===== src/rtl/cpu_run_ctrl_pkg.sv =====
// rtl/cpu_run_ctrl_pkg.sv - shared CPU run-state and run-controller state encodings
package cpu_run_ctrl_pkg;

    localparam logic CPU_IDLE = 1'b0;
    localparam logic CPU_EXEC = 1'b1;

    localparam logic [2:0] RC_IDLE      = 3'd0;
    localparam logic [2:0] RC_LAUNCH    = 3'd1;
    localparam logic [2:0] RC_WAIT_EXEC = 3'd2;
    localparam logic [2:0] RC_RUN       = 3'd3;
    localparam logic [2:0] RC_STOP      = 3'd4;
    localparam logic [2:0] RC_DONE      = 3'd5;

    // The CPU is only allowed to run while the controller owns a live launch.
    function automatic logic rc_cpu_enabled(input logic [2:0] st);
        return (st == RC_LAUNCH) || (st == RC_WAIT_EXEC) || (st == RC_RUN);
    endfunction

    function automatic logic rc_busy(input logic [2:0] st);
        return rc_cpu_enabled(st) || (st == RC_STOP);
    endfunction

endpackage


===== src/rtl/sat_counter.sv =====
// rtl/sat_counter.sv - 32-bit up counter with clear, enable and a saturation limit
module sat_counter (
    input  logic        clock,
    input  logic        reset,
    input  logic        clr,
    input  logic        en,
    input  logic [31:0] limit,
    output logic [31:0] count
);

    logic [31:0] count_q;
    logic [31:0] count_d;

    always_comb begin
        count_d = count_q;
        if (clr) begin
            count_d = '0;
        end else if (en && (count_q < limit)) begin
            count_d = count_q + 32'd1;
        end
    end

    always_ff @(posedge clock or negedge reset) begin
        if (!reset) begin
            count_q <= '0;
        end else begin
            count_q <= count_d;
        end
    end

    assign count = count_q;

endmodule


===== src/rtl/cpu_run_ctrl.sv =====
// rtl/cpu_run_ctrl.sv - launches the CPU, counts exec cycles, enforces budget and abort
module cpu_run_ctrl
    import cpu_run_ctrl_pkg::*;
#(
    parameter logic [31:0] MAX_CYCLES = 32'd1_000_000,
    parameter int          ACK_WAIT   = 4
) (
    input  logic        clock,
    input  logic        reset,
    input  logic        host_go,
    input  logic        host_abort,
    input  logic        cpu_state,
    output logic        enable,
    output logic        start,
    output logic        busy,
    output logic        done,
    output logic        timeout,
    output logic        aborted,
    output logic        ack_err,
    output logic [31:0] cycle_count
);

    localparam int              AW          = (ACK_WAIT > 1) ? $clog2(ACK_WAIT) : 1;
    localparam logic [AW-1:0]   ACK_LAST    = AW'(ACK_WAIT - 1);
    localparam logic [31:0]     BUDGET_LAST = MAX_CYCLES - 32'd1;

    logic [2:0]    state_q, state_d;
    logic [AW-1:0] ack_cnt_q, ack_cnt_d;
    logic          enable_q, enable_d;
    logic          start_q, start_d;
    logic          busy_q, busy_d;
    logic          done_q, done_d;
    logic          timeout_q, timeout_d;
    logic          aborted_q, aborted_d;
    logic          ack_err_q, ack_err_d;
    logic          cnt_clr;
    logic          cnt_en;
    logic          cpu_exec;
    logic [31:0]   cycle_count_w;

    assign cpu_exec = (cpu_state == CPU_EXEC);

    always_comb begin
        state_d   = state_q;
        ack_cnt_d = ack_cnt_q;
        done_d    = done_q;
        timeout_d = timeout_q;
        aborted_d = aborted_q;
        ack_err_d = ack_err_q;
        cnt_clr   = 1'b0;
        cnt_en    = 1'b0;

        case (state_q)
            RC_IDLE, RC_DONE: begin
                if (host_go) begin
                    state_d   = RC_LAUNCH;
                    done_d    = 1'b0;
                    timeout_d = 1'b0;
                    aborted_d = 1'b0;
                    ack_err_d = 1'b0;
                    cnt_clr   = 1'b1;
                end
            end
            RC_LAUNCH: begin
                state_d   = RC_WAIT_EXEC;
                ack_cnt_d = '0;
            end
            RC_WAIT_EXEC: begin
                cnt_en    = cpu_exec;
                ack_cnt_d = ack_cnt_q + AW'(1);
                if (host_abort) begin
                    aborted_d = 1'b1;
                    state_d   = RC_STOP;
                end else if (cpu_exec) begin
                    state_d = RC_RUN;
                end else if (ack_cnt_q == ACK_LAST) begin
                    ack_err_d = 1'b1;
                    state_d   = RC_STOP;
                end
            end
            RC_RUN: begin
                cnt_en = cpu_exec;
                // A retired HALT outranks abort, which outranks the budget.
                if (!cpu_exec) begin
                    done_d  = 1'b1;
                    state_d = RC_DONE;
                end else if (host_abort) begin
                    aborted_d = 1'b1;
                    state_d   = RC_STOP;
                end else if (cycle_count_w >= BUDGET_LAST) begin
                    timeout_d = 1'b1;
                    state_d   = RC_STOP;
                end
            end
            RC_STOP: begin
                if (!cpu_exec) begin
                    done_d  = 1'b1;
                    state_d = RC_DONE;
                end
            end
            default: state_d = RC_IDLE;
        endcase

        // Outputs are decoded from the next state so they leave flops directly.
        enable_d = rc_cpu_enabled(state_d);
        start_d  = (state_d == RC_LAUNCH);
        busy_d   = rc_busy(state_d);
    end

    always_ff @(posedge clock or negedge reset) begin
        if (!reset) begin
            state_q   <= RC_IDLE;
            ack_cnt_q <= '0;
            enable_q  <= 1'b0;
            start_q   <= 1'b0;
            busy_q    <= 1'b0;
            done_q    <= 1'b0;
            timeout_q <= 1'b0;
            aborted_q <= 1'b0;
            ack_err_q <= 1'b0;
        end else begin
            state_q   <= state_d;
            ack_cnt_q <= ack_cnt_d;
            enable_q  <= enable_d;
            start_q   <= start_d;
            busy_q    <= busy_d;
            done_q    <= done_d;
            timeout_q <= timeout_d;
            aborted_q <= aborted_d;
            ack_err_q <= ack_err_d;
        end
    end

    sat_counter u_cycle_count (
        .clock (clock),
        .reset (reset),
        .clr   (cnt_clr),
        .en    (cnt_en),
        .limit (MAX_CYCLES),
        .count (cycle_count_w)
    );

    assign enable      = enable_q;
    assign start       = start_q;
    assign busy        = busy_q;
    assign done        = done_q;
    assign timeout     = timeout_q;
    assign aborted     = aborted_q;
    assign ack_err     = ack_err_q;
    assign cycle_count = cycle_count_w;

endmodule


===== config.mk =====
export PLATFORM = sky130hd
export DESIGN_NAME = cpu_run_ctrl
export DESIGN_NICKNAME = d
export VERILOG_FILES = /design/src/rtl/cpu_run_ctrl_pkg.sv /design/src/rtl/sat_counter.sv /design/src/rtl/cpu_run_ctrl.sv
export SDC_FILE = /design/constraint.sdc
export NUM_CORES = 1
export LEC_CHECK = 0
export CORE_MARGIN = 2
export CORE_UTILIZATION = 46
export CTS_BUF_LIST = sky130_fd_sc_hd__clkbuf_16
export DETAILED_ROUTE_END_ITERATION = 10
export PLACE_DENSITY = 0.76
export SLEW_MARGIN = 25
export SYNTH_ARGS = -nofsm -noshare
export SYNTH_HDL_FRONTEND = slang
export SYNTH_SLANG_ARGS = --single-unit

===== constraint.sdc =====
create_clock -name clock -period 2.2 [get_ports clock]
set_input_delay 0.66 -clock clock [delete_from_list [all_inputs] [get_ports clock]]
set_output_delay 0.66 -clock clock [all_outputs]
set_load 0.05 [all_outputs]

Yosys cells after proc, flatten, opt, wreduce, memory -nomap -nowiden
Index checks and enable logic that the tools add are counted.
Word-level totals
  register bits after elaboration: 44
  input bits: 5
  logic and storage cells: 79
Operators by class
  add/sub/neg operators: 2
  order comparisons: 2
  equal/unequal tests: 18
  multiplexer cells: 29
  reduce and logical (&&, ||, !) cells: 18
Operator list (number)
  32-bit two-way mux: 2
  32-bit by 1-bit adder with 32-bit output (second input constant): 1
  32-bit by 20-bit >= comparator with 1-bit output (second input constant): 1
  32-bit by 20-bit < comparator with 1-bit output (second input constant): 1
  3-bit two-way mux: 8
  2-bit inequality test (second input constant): 8
  3-bit case mux with 5 select lines: 1
  1-bit two-way mux: 13
  3-bit by 2-bit equality test with 1-bit output (second input constant): 4
  5-bit AND reduction: 2
  2-bit nonzero test: 5
  3-bit equality test (second input constant): 3
  3-bit by 1-bit equality test with 1-bit output (second input constant): 2
  1-bit case mux with 2 select lines: 3
  3-bit AND reduction: 2
  2-bit OR reduction: 3
  2-bit case mux with 2 select lines: 1
  3-bit zero test: 1
  1-bit logical OR: 3
  1-bit case mux with 3 select lines: 1
  3-bit nonzero test: 1
  2-bit by 1-bit adder with 2-bit output (second input constant): 1
  2-bit equality test (second input constant): 1
  1-bit logical AND: 1

Logic depth before layout (Yosys ltp)
Gate-level depths: netlist of run 1.
  word-level depth: 9
  mapped depth: 9

Modules after synthesis
From an unflattened synthesis of run 1, not the netlist that was laid out.
Unflattened totals
  cells, all modules: 397
  area total of the unflattened synthesis: 3454.6 sq um
By module, submodules not included
  sat_counter: times used 1, cells each 313, area an instance 2677.6 sq um, sequential area each 800.8 sq um
  cpu_run_ctrl: times used 1, cells each 84, area an instance 777.0 sq um, sequential area each 300.3 sq um

Worst setup path after synthesis of run 1
No wires, ideal clock.
  kind: flip-flop to flip-flop
  start point: register u_cycle_count.count_q[12], in the netlist u_cycle_count.count[12]
  end point: register u_cycle_count.count_q[6], in the netlist u_cycle_count.count[6]
  setup time: 0.120 ns
  arrival: 2.562 ns
  data required time: 2.080 ns
  path slack: -0.482 ns
  stages on the path, launching flop included: 8
  buffers on the path: 1
  cells stage by stage: dfrtp_1 > or4_4 > nor4_1 > nand4_1 > a31o_2 > nor3b_4 > buf_4 > nor2_1
Between the ends
  longest elaborated chain between the ends: 3
RTL lines
  start: declaration: line sat_counter.sv:11  | logic [31:0] count_q;
  start signal: assignment: line sat_counter.sv:27  | count_q <= count_d;
  32-bit by 20-bit < comparator with 1-bit output: line sat_counter.sv:18  | end else if (en && (count_q < limit)) begin
  1-bit logical AND: line sat_counter.sv:18
  2-bit nonzero test (no source line)
Every way passes these cells.
A chain may end at the register's enable or synchronous reset.

Worst setup path in the final report of run 1
  start point: register u_cycle_count.count_q[10], in the netlist u_cycle_count.count[10]
  end point: register u_cycle_count.count_q[15], in the netlist u_cycle_count.count[15]
Between the ends
  longest elaborated chain between the ends: 3
  elaborated cells on any way between the ends: 6
  classes of those cells: add/sub: 1; order compare: 1; mux: 2; reduce/logical: 2
RTL lines (line)
  32-bit by 1-bit adder with 32-bit output or 32-bit by 20-bit < comparator with 1-bit output (tied branches): sat_counter.sv:19, sat_counter.sv:18
  32-bit two-way mux or 1-bit logical AND (tied branches): sat_counter.sv:18
  32-bit two-way mux or 2-bit nonzero test (tied branches)
Parallel ways exist; a longest one is shown, timed or not. The select of a mux whose other input is x is not followed.

==> results by group, run 1 <==
Power
  – Switching power: 1.23 mW
  – Combinational share of power: 45.5%
  – Pint: 2.16 mW
  – Switching share of power: 36.4%
  – Overall Power: 3.39 mW
  – Leak pwr: 1.47 nW
  – Clock power share: 24.7%
  – Maximum vdd drop: 0.723 mV
  – Reg power frac: 29.7%
  – Cell Pwr Density: 1050 nW/um2

Worst setup path
  – Worst Setup Path Type: reg2reg
  – Reg2Reg Setup Slack: -0.27 ns
  – CP max FO: 5
  – Crit path max-delay cell type: or4_4
  – Cell-by-cell trace of the critical path: or4_4 -> buf_6 -> a211oi_4 -> o21a_1 -> a31o_2 -> nor3b_4 -> buf_4 -> buf_6 -> nor2_1
  – Cell mode on critical path: buf_6
  – Top Family by Delay on Critical Path: simple AND/OR/NAND/NOR gates
  – CP endpoint kind: flip-flop
  – CP Launch Type: flip-flop
  – Worst Path Required: 2.37 ns
  – Worst path bufs/invs: 3
  – CP peak stage delay: 0.55 ns
  – Critical Path AT: 2.64 ns

Clock network
  – Clock Latency Late Sink: 0.28 ns
  – CTS Sinks: 44
  – # H-tree levels: 2
  – Hold Buf Count CTS: 0
  – TritonCTS Buffers: 5
  – Clock-pin slew on the worst setup and hold paths: 0.06 ns
  – Max clock buf depth: 2
  – CTS tree: done
  – CTS root buf: clkbuf_16

STA
  – Tcrit/Tclk final: 112%
  – Setup TNS: -8.59 ns
  – Worst-Margin Slew: 0.518 ns
  – Worst hold slack: 0.333 ns
  – Period minus WS final: 2.47 ns
  – Final worst slack: -0.269 ns
  – Rel. slew slack: 65.4%
  – Unrepaired setup endpoints after global routing: true
  – Hold Vio Cnt, Final: 0
  – Worst clock skew: 0.00533 ns
  – Final Slew Violations: 0
  – Final Setup Violations: 37
  – Max Clock Freq: 405 MHz

Status
  – Failing checks: setup timing
  – Status: complete, but fails checks

Route
  – Vias: 1853
  – Antenna viol nets, final: 0
  – Residual DRC count: 0
  – Starting DRT DRC Count: 153
  – WL/cell: 15.1 um
  – Via/cell ratio: 5.12
  – Router iterations before antenna repair: 4
  – Final WL: 5460 um

Global routing
  – Met2 Use GR: 37.6%
  – Total track usage: 22.1%
  – Vias in the first global route: 1830
  – Global-route wire length before repair: 8790 um
  – GR Overflow Total: 0
  – Largest net degree at the start of global routing: 26
  – Met3 usage: 3.23%
  – Layer with the highest usage: met2
  – Number of antenna violations at the first check in global routing: 0
  – Met1 GRT Util: 28.8%

Layout
  – Final core occ: 73.7%
  – Layout area overhead: 53.4%
  – Post-route cell area: 3230 um2
  – Non-filler cells, final: 362
  – Layout cells sized above 1: 36.1%
  – Inserted Diodes: 0
  – Nets@finish: 316

Synthesis
  – Synth area leader: dfrtp_1
  – Yosys warns: 0
  – Post-synth EDFFs: 0
  – Top cell type's share of synthesized area: 52.3%
  – Share of flip-flops with an asynchronous set or reset: 100%
  – Top_reg_cell synth: dfrtp_1
  – Syn avg cell area: 9.89 um2
  – Synth cell count leaders: dfrtp_1 (44), nor2_1 (37), nand2_1 (18), xnor2_1 (17), nor2b_1 (12)
  – Netlist Area Pre-Place: 2110 um2
  – Largest cells by area after synthesis: dfrtp_1 (52%), xnor2_1 (7.1%), nor2_1 (6.6%)
  – Yosys reg bits: 44
  – Seq/Total Area, Yosys: 52.3%
  – Post-synthesis cell count: 213
  – Distinct cells, synth: 39
  – Mapped Nets: 220
  – Most common cell in the synthesized netlist: dfrtp_1

Placement
  – Placed Area: 2880 um2
  – Hpwl dp: 3440 um
  – PortBufs: 43
  – Placed insts: 345
  – Worst slack, placed: -0.505 ns
  – RD Place Congestion: 0.877

Floorplan
  – Die H: 71.7 um
  – Die area: 5140 um2
  – Die width: 71.7 um
  – IO Pins: 44
  – Starting Density: 48.0%
  – Core area: 4380 um2
  – Row count: 24

Hold path
  – Worst min path class: in2async

Job
  – Max-Cap Viols: 0
[what timing repair did]
item / 4_1_cts / 5_1_grt
pin swaps: 6 / 0
gates cloned: 1 / 1
gates resized for setup: 12 / 15
setup endpoints to repair: 37 / 39
setup buffers: 5 / 3
[per-layer routing]
metal | wire, um | part of all wire [%] | vias up
li1 | - | - | 910
met3 | 195 | 3.6 | 11
met1 | 2350 | 43 | 886
met5 | 0 | 0 | -
met4 | 117 | 2.1 | 0
met2 | 2800 | 51 | 46
[power groups by stage]
stage	Sequential, mW	Combinational, mW	Clock (mW)
floorplan	1.18	0.620	0
global placement	1.02	1.19	0
detailed placement	1.02	1.21	0
CTS	1.01	1.45	0.849
global route	1.02	1.64	0.883
finish	1.01	1.54	0.839
[area by class of cell]
cell class | count | area, um2
repair buffers | 96 | 831
fillers | 309 | 1150
well taps | 52 | 65.1
inverters | 10 | 37.5
multi-input cells | 152 | 1020
clock buffers | 5 | 125
clock inverters | 3 | 42.5
flip-flops and latches | 44 | 1110
[path summary, 6_finish.rpt]
check	from	end	depth (start not counted)
max in group asynchronous	reset	u_cycle_count.count[6]	2
min	reset	state_q[0]	1
min reg2reg	done	done	2
min in group clock	done	done	2
max	u_cycle_count.count[10]	u_cycle_count.count[15]	9
max reg2reg	u_cycle_count.count[10]	u_cycle_count.count[15]	9
[cell usage in the layout, fill, tap and decap left out, drive strengths merged, types with 2 or more instances in the layout]
cell type,n
buf,75
dfrtp,44
nor2,37
clkdlybuf4s50,20
nand2,18
xnor2,17
nor2b,12
inv,10
nand3,9
nor4,8
clkbuf,5
o21ai,5
nor3,4
nand4,3
and3,3
mux2i,3
a21oi,3
and2b,3
nor3b,3
o21bai,2
a31o,2
nand2b,2
a22oi,2
o211ai,2
ha,2
[cell families (layout without fill, tap and decap cells)]
group,Yosys count,after routing,synth area share (%)
xor+xnor,18,18,7.49
mux,3,3,1.43
flops,44,44,52.3
simple gates,106,106,25.5
fa+ha+maj,3,3,1.66
compound gates,22,22,7.72
buf+inv,17,114,3.92
[flip-flops by register name, summed over array words and instances, names as in the netlist]
name,cells
ack_cnt_q,2
ack_err,1
start,1
done,1
enable,1
u_cycle_count.count,32
timeout,1
state_q,3
busy,1
aborted,1
Note: power is estimated with default switching activity, not from simulation.
==> run 2, diff against run 1 <==
--- a/config.mk
+++ b/config.mk
@@ -5,11 +5,13 @@
 export SDC_FILE = /design/constraint.sdc
 export NUM_CORES = 1
 export LEC_CHECK = 0
+export CELL_PAD_IN_SITES_DETAIL_PLACEMENT = 1
+export CELL_PAD_IN_SITES_GLOBAL_PLACEMENT = 1
 export CORE_MARGIN = 2
-export CORE_UTILIZATION = 46
+export CORE_UTILIZATION = 35
 export CTS_BUF_LIST = sky130_fd_sc_hd__clkbuf_16
 export DETAILED_ROUTE_END_ITERATION = 10
-export PLACE_DENSITY = 0.76
+export PLACE_DENSITY_LB_ADDON = 0.1
 export SLEW_MARGIN = 25
 export SYNTH_ARGS = -nofsm -noshare
 export SYNTH_HDL_FRONTEND = slang
==> run 2 against run 1 <==
  * The flow still finishes with violations (setup timing)
  * Non-clock buffer count shrank 4
  * Clock power grew 1%
  * Critical path type unchanged
  * Flip-flop and latch count unchanged
  * Die area is 30% higher
  * Maximum frequency up 5.3%
  * Sequential share of layout area up 0.71 points
  * Critical path depth is 2 lower
  * Clock skew rose by 0.0016 ns
  * Critical endpoint is now u_cycle_count.count[21]
  * Via count is 1.0% lower
==> results by group, run 2 (synthesized netlist as in run 1, its figures left out) <==
STA
  – Hold Vio Cnt, Final: 0 (unchanged)
  – Final Setup Violations: 34 (-8.1%)
  – Final Slew Violations: 0 (unchanged)
  – Max Clock Freq: 427 MHz (+5.3%)
  – Unrepaired setup endpoints after global routing: true
  – Final worst slack: -0.144 ns (+0.125 ns)
  – Rel. slew slack: 65.7% (+0.31 points)
  – Worst-Margin Slew: 0.513 ns (-0.00465 ns)
  – Tcrit/Tclk final: 107% (-5.7 points)
  – Period minus WS final: 2.34 ns (-0.125 ns)
  – Worst clock skew: 0.00689 ns (+0.00156 ns)

Clock network
  – CTS root buf: clkbuf_16
  – Clock Latency Late Sink: 0.29 ns (about the same)
  – Clock-pin slew on the worst setup and hold paths: 0.07 ns (about the same)
  – Hold Buf Count CTS: 0 (unchanged)
  – # H-tree levels: 2 (unchanged)
  – CTS tree: done
  – CTS Sinks: 44 (unchanged)
  – Max clock buf depth: 2 (unchanged)
  – TritonCTS Buffers: 5 (unchanged)

Floorplan
  – Die area: 6650 um2 (+30%)
  – Row count: 28 (+17%)
  – Die H: 81.6 um (+14%)
  – Die width: 81.6 um (+14%)
  – Starting Density: 36.0% (-12 points)
  – IO Pins: 44 (unchanged)
  – Core area: 5850 um2 (+33%)

Power
  – Leak pwr: 1.44 nW (-1.7%)
  – Maximum vdd drop: 0.478 mV (-34%)
  – Cell Pwr Density: 1010 nW/um2 (-3.8%)
  – Overall Power: 3.20 mW (-5.8%)

Status
  – Status: complete, but fails checks
  – Failing checks: setup timing

Worst setup path
  – Reg2reg path depth: 7 (-2)
  – Worst Path Required: 2.38 ns (about the same)
  – Critical Path AT: 2.53 ns (-0.11 ns)
  – CP max FO: 4 (-1)
  – CP Launch Type: flip-flop
  – CP endpoint kind: flip-flop
  – Worst Setup Path Type: reg2reg

Route
  – Antenna viol nets, final: 0 (unchanged)
  – Starting DRT DRC Count: 51 (-67%)
  – Via/cell ratio: 4.81 (-6.0%)
  – Vias: 1834 (-1.0%)
  – Final WL: 5670 um (+3.8%)
  – Residual DRC count: 0 (unchanged)
  – Router iterations before antenna repair: 4 (unchanged)
  – WL/cell: 14.9 um (-1.4%)

Hold path
  – Worst min path class: in2async

Layout
  – Layout cells sized above 1: 33.3% (-2.8 points)
  – Most frequent cells in the layout: buf_4 (68), dfrtp_1 (39), nor2_1 (33)
  – Most common cell after layout, fill and taps aside: buf_4
  – Fillers: 682 (+120%)
  – Non-filler cells, final: 381 (+5.2%)
  – Nets@finish: 312 (-1.3%)
  – Inserted Diodes: 0 (unchanged)
  – Layout area overhead: 50.3%
  – Number of flip-flops in the largest register: 32 (unchanged)

Placement
  – PortBufs: 43 (unchanged)
  – RD Place Congestion: 0.837 (-4.6%)
  – Hpwl dp: 4130 um (+20%)
  – Placed insts: 369 (+7.0%)
  – Worst slack, placed: -0.651 ns (-0.146 ns)

Global routing
  – Total track usage: 19.1% (-3.1 points)
  – Largest net degree at the start of global routing: 26 (unchanged)
  – Number of antenna violations at the first check in global routing: 0 (unchanged)
  – Vias in the first global route: 1931 (+5.5%)
  – GR Overflow Total: 0 (unchanged)
  – Global-route wire length before repair: 9540 um (+8.5%)

Job
  – Max-Cap Viols: 0 (unchanged)
==> run 2: routing by layer <==
| layer | up-vias | GRT usage, % | wire length [um] |
|---|---|---|---|
| met5 | - | 0 | 0 |
| met4 | 0 | 5.25 | 51 |
| met3 | 5 | 3.96 | 170 |
| met2 | 28 | 30.6 | 2670 |
| met1 | 897 | 26.2 | 2780 |
| li1 | 904 | - | - |
==> run 2: area by class of cell <==
type	instances	area [um2]	area share [%]
Tap cell	75	93.8	2.97
Multi-Input combinational cell	152	991	31.3
Clock buffer	5	125	3.95
Sequential cell	44	1110	35.0
Clock inverter	3	42.5	1.34
Inverter	10	37.5	1.19
Timing Repair Buffer	92	767	24.2
==> run 2: critical path, cell delays in order (launching register included) <==
cell	delay (ns)
dfrtp_2	0.40
or4_4	0.58
a211oi_4	0.22
o21a_2	0.23
a31o_2	0.18
nor3b_4	0.26
buf_4	0.19
and2b_1	0.17
==> run 2: final timing paths <==
| check | start | endpoint | slack, ns |
|---|---|---|---|
| max | u_cycle_count.count[10] | u_cycle_count.count[21] | -0.14 |
| min | reset | ack_cnt_q[1] | 0.33 |
| max reg2reg | u_cycle_count.count[10] | u_cycle_count.count[21] | -0.14 |
| min reg2reg | done | done | 0.51 |
| max in group asynchronous | reset | u_cycle_count.count[2] | 1.36 |
| min in group clock | done | done | 0.51 |
==> run 2: through the flow <==
step	utilization [%]	area, um2	hold slack (ns)	setup TNS [ns]
after floorplan	-	2120	0.364	-9.02
after detailed placement	49.6	2900	0.505	-18.57
after global placement	49.6	2900	0.491	-14.97
after CTS	53.4	3130	0.344	-3.29
final	54.1	3160	0.331	-2.98
after global routing	54.1	3160	0.362	-6.78
==> run 2: where the power goes <==
group | internal (mW) | switching, mW
sequential | 0.912 | 0.0937
clock | 0.533 | 0.314
combinational | 0.587 | 0.756
==> run 2: repair_timing <==
item / in CTS / in global routing
cloned: 0 / 0
pin swaps: 3 / 2
resized for setup: 8 / 8
buffers inserted: 3 / 1
setup endpoints to repair: 39 / 39
hold endpoints to repair: 0 / 0
==> run 3, diff against run 2 <==
--- a/config.mk
+++ b/config.mk
@@ -11,7 +11,9 @@
 export CORE_UTILIZATION = 35
 export CTS_BUF_LIST = sky130_fd_sc_hd__clkbuf_16
 export DETAILED_ROUTE_END_ITERATION = 10
+export GPL_ROUTABILITY_DRIVEN = 0
 export PLACE_DENSITY_LB_ADDON = 0.1
+export SETUP_SLACK_MARGIN = 0.1
 export SLEW_MARGIN = 25
 export SYNTH_ARGS = -nofsm -noshare
 export SYNTH_HDL_FRONTEND = slang
==> run 3 against run 2 <==
  * The run still ends with setup timing left
  * Final cell count up 0.52%
  * First-iteration DRC count grew 16%
  * Maximum frequency shrank 2.0%
  * Via count rose by 2.8%
  * Design area up 3.0%
==> results by group, run 3 (synthesized netlist as in run 1, its figures left out) <==
Status
  – Status: complete, but fails checks
  – Failing checks: setup timing

Clock network
  – Clock Latency Late Sink: 0.29 ns (about the same)
  – CTS tree: done
  – TritonCTS Buffers: 5 (unchanged)
  – CTS Sinks: 44 (unchanged)
  – Clock-pin slew on the worst setup and hold paths: 0.07 ns (about the same)
  – Max clock buf depth: 2 (unchanged)
  – # H-tree levels: 2 (unchanged)
  – CTS root buf: clkbuf_16
  – Hold Buf Count CTS: 0 (unchanged)

Floorplan
  – Die H: 81.6 um (unchanged)
  – Core area: 5850 um2 (unchanged)
  – Die area: 6650 um2 (unchanged)
  – Row count: 28 (unchanged)
  – Starting Density: 36.0% (unchanged)
  – IO Pins: 44 (unchanged)
  – Die width: 81.6 um (unchanged)

STA
  – Hold Vio Cnt, Final: 0 (unchanged)
  – Final Slew Violations: 0 (unchanged)
  – Rel. slew slack: 65.1% (-0.58 points)
  – Period minus WS final: 2.39 ns (+0.0488 ns)
  – Unrepaired setup endpoints after global routing: true
  – Final worst slack: -0.193 ns (-0.0488 ns)
  – Worst hold slack: 0.341 ns (+0.00942 ns)
  – Max Clock Freq: 418 MHz (-2.0%)
  – Worst-Margin Slew: 0.521 ns (+0.00797 ns)
  – Tcrit/Tclk final: 109% (+2.2 points)
  – Worst clock skew: 0.00592 ns (-0.000975 ns)
  – Final Setup Violations: 39 (+15%)
  – Setup TNS: -4.84 ns (-1.85 ns)

Layout
  – Layout area overhead: 54.8%
  – Non-filler cells, final: 383 (+0.52%)
  – Number of flip-flops in the largest register: 32 (unchanged)
  – Inserted Diodes: 0 (unchanged)
  – Most frequent cells in the layout: buf_4 (64), dfrtp_1 (39), nor2_1 (29)
  – Fillers: 655 (-4.0%)
  – Nets@finish: 314 (+0.64%)
  – Post-route cell area: 3260 um2 (+3.0%)
  – Layout cells sized above 1: 36.4% (+3.0 points)
  – Most common cell after layout, fill and taps aside: buf_4

Route
  – Via/cell ratio: 4.92 (+2.3%)
  – Final WL: 6190 um (+9.1%)
  – Router iterations before antenna repair: 4 (unchanged)
  – Antenna viol nets, final: 0 (unchanged)
  – Residual DRC count: 0 (unchanged)
  – Vias: 1886 (+2.8%)
  – Starting DRT DRC Count: 59 (+16%)
  – WL/cell: 16.2 um (+8.5%)

Power
  – Switching power: 1.31 mW (+13%)
  – Reg power frac: 30.0% (-1.5 points)
  – Clock power share: 21.8% (-4.7 points)
  – Pint: 2.10 mW (+3.5%)
  – Cell Pwr Density: 1050 nW/um2 (+3.8%)
  – Combinational share of power: 48.2% (+6.2 points)
  – Maximum vdd drop: 0.536 mV (+12%)
  – Switching share of power: 38.4% (+2.0 points)
  – Leak pwr: 1.54 nW (+6.9%)

Placement
  – PortBufs: 43 (unchanged)
  – Hpwl dp: 4320 um (+4.5%)
  – Placed Area: 2870 um2 (-0.86%)
  – Placed insts: 365 (-1.1%)

Global routing
  – Largest net degree at the start of global routing: 26 (unchanged)
  – Met3 usage: 3.52% (-0.44 points)
  – GR Overflow Total: 0 (unchanged)
  – Met1 GRT Util: 27.7% (+1.5 points)
  – Number of antenna violations at the first check in global routing: 0 (unchanged)
  – Met2 Use GR: 33.4% (+2.8 points)
  – Vias in the first global route: 2016 (+4.4%)
  – Layer with the highest usage: met2
  – Total track usage: 20.1% (+1.1 points)
  – Global-route wire length before repair: 10100 um (+6.1%)

Worst setup path
  – Critical Path AT: 2.57 ns (+0.04 ns)
  – Cell-by-cell trace of the critical path: or4_4 -> a211oi_4 -> o21a_2 -> a41oi_4 -> nor3b_4 -> buf_6 -> clkbuf_16 -> nor2b_1
  – Worst Setup Path Type: reg2reg
  – CP endpoint kind: flip-flop
  – Reg2Reg Setup Slack: -0.19 ns (-0.05 ns)
  – CP max FO: 5 (+1)
  – Crit path max-delay cell type: or4_4
  – WP depth: 8 (+1)
  – CP Launch Type: flip-flop
  – Worst path bufs/invs: 2 (+1)
  – Reg2reg path depth: 8 (+1)
  – Worst r2r src: u_cycle_count.count[13]
  – CP peak stage delay: 0.58 ns (about the same)
  – Worst Path Required: 2.38 ns (about the same)
  – RR Endpoint: u_cycle_count.count[30]
  – Top Family by Delay on Critical Path: simple AND/OR/NAND/NOR gates

Job
  – Max-Cap Viols: 0 (unchanged)

Hold path
  – Worst min path class: in2async
-- run 3: cell count changes in the layout (fill, tap and decap cells not counted), moves of 3 or more --
cell and delta:
nor2b_1 -5, buf_4 -4, clkdlybuf4s50_1 -14, dlygate4sd2_1 +14, nor2b_4 +4, nor2_1 -4
nor2_2 +3
-- run 3: final cells by class --
class | count | area [um2] | share of cell area, %
Clock inverter | 3 | 18.8 | 0.576
Clock buffer | 5 | 125 | 3.84
Sequential cell | 44 | 1110 | 34.0
Tap cell | 75 | 93.8 | 2.88
Timing Repair Buffer | 94 | 820 | 25.1
Multi-Input combinational cell | 152 | 1060 | 32.5
Inverter | 10 | 37.5 | 1.15
-- run 3: worst max-delay path by stage --
stage | from | endpoint | slack [ns]
6_report | u_cycle_count.count[13] | u_cycle_count.count[30] | -0.19
5_1_grt | u_cycle_count.count[13] | u_cycle_count.count[30] | -0.28
4_1_cts | u_cycle_count.count[12] | u_cycle_count.count[9] | -0.19
3_5_place_dp | cpu_state | u_cycle_count.count[13] | -0.51
3_3_place_gp | host_abort | u_cycle_count.count[21] | -0.42
2_1_floorplan | u_cycle_count.count[10] | ack_err | -0.29
-- run 3: timing repair --
item                                    in CTS  in global routing
setup buffers                                5                  3
resized for setup                           31                 19
pin swaps                                    3                 10
endpoints found under the setup margin      55                 41
gates cloned                                 1                  1
-- run 3: worst register-to-register path: stages, from the launching register on --
cell and delay, ns:
dfrtp_2 0.40, or4_4 0.58, a211oi_4 0.23, o21a_2 0.22, a41oi_4 0.14, nor3b_4 0.35
buf_6 0.18, clkbuf_16 0.15, nor2b_1 0.04
-- run 3: power groups by stage --
| stage | logic (mW) | registers, mW | clock network (mW) |
|---|---|---|---|
| 6_report | 1.65 | 1.02 | 0.746 |
| 3_3_place_gp | 1.18 | 1.03 | 0 |
| 5_1_grt | 1.77 | 1.04 | 0.794 |
| 4_1_cts | 1.46 | 1.02 | 0.762 |
| 3_5_place_dp | 1.20 | 1.03 | 0 |
| 2_1_floorplan | 0.620 | 1.18 | 0 |
-- run 3: metrics by stage --
| stage | setup slack [ns] | utilization (%) | power [mW] |
|---|---|---|---|
| 5_1_grt | -0.279 | 55.7 | 3.60 |
| 3_5_place_dp | -0.513 | 49.1 | 2.24 |
| 6_report | -0.193 | 55.7 | 3.42 |
| 3_3_place_gp | -0.420 | 49.1 | 2.21 |
| 2_1_floorplan | -0.291 | - | 1.80 |
| 4_1_cts | -0.188 | 53.6 | 3.24 |
-- run 3: routing by layer --
| metal | routed length [um] | share of wire [%] |
|---|---|---|
| met2 | 3020 | 49 |
| met4 | 43 | 0.70 |
| met5 | 0 | 0 |
| met3 | 172 | 2.8 |
| met1 | 2960 | 48 |
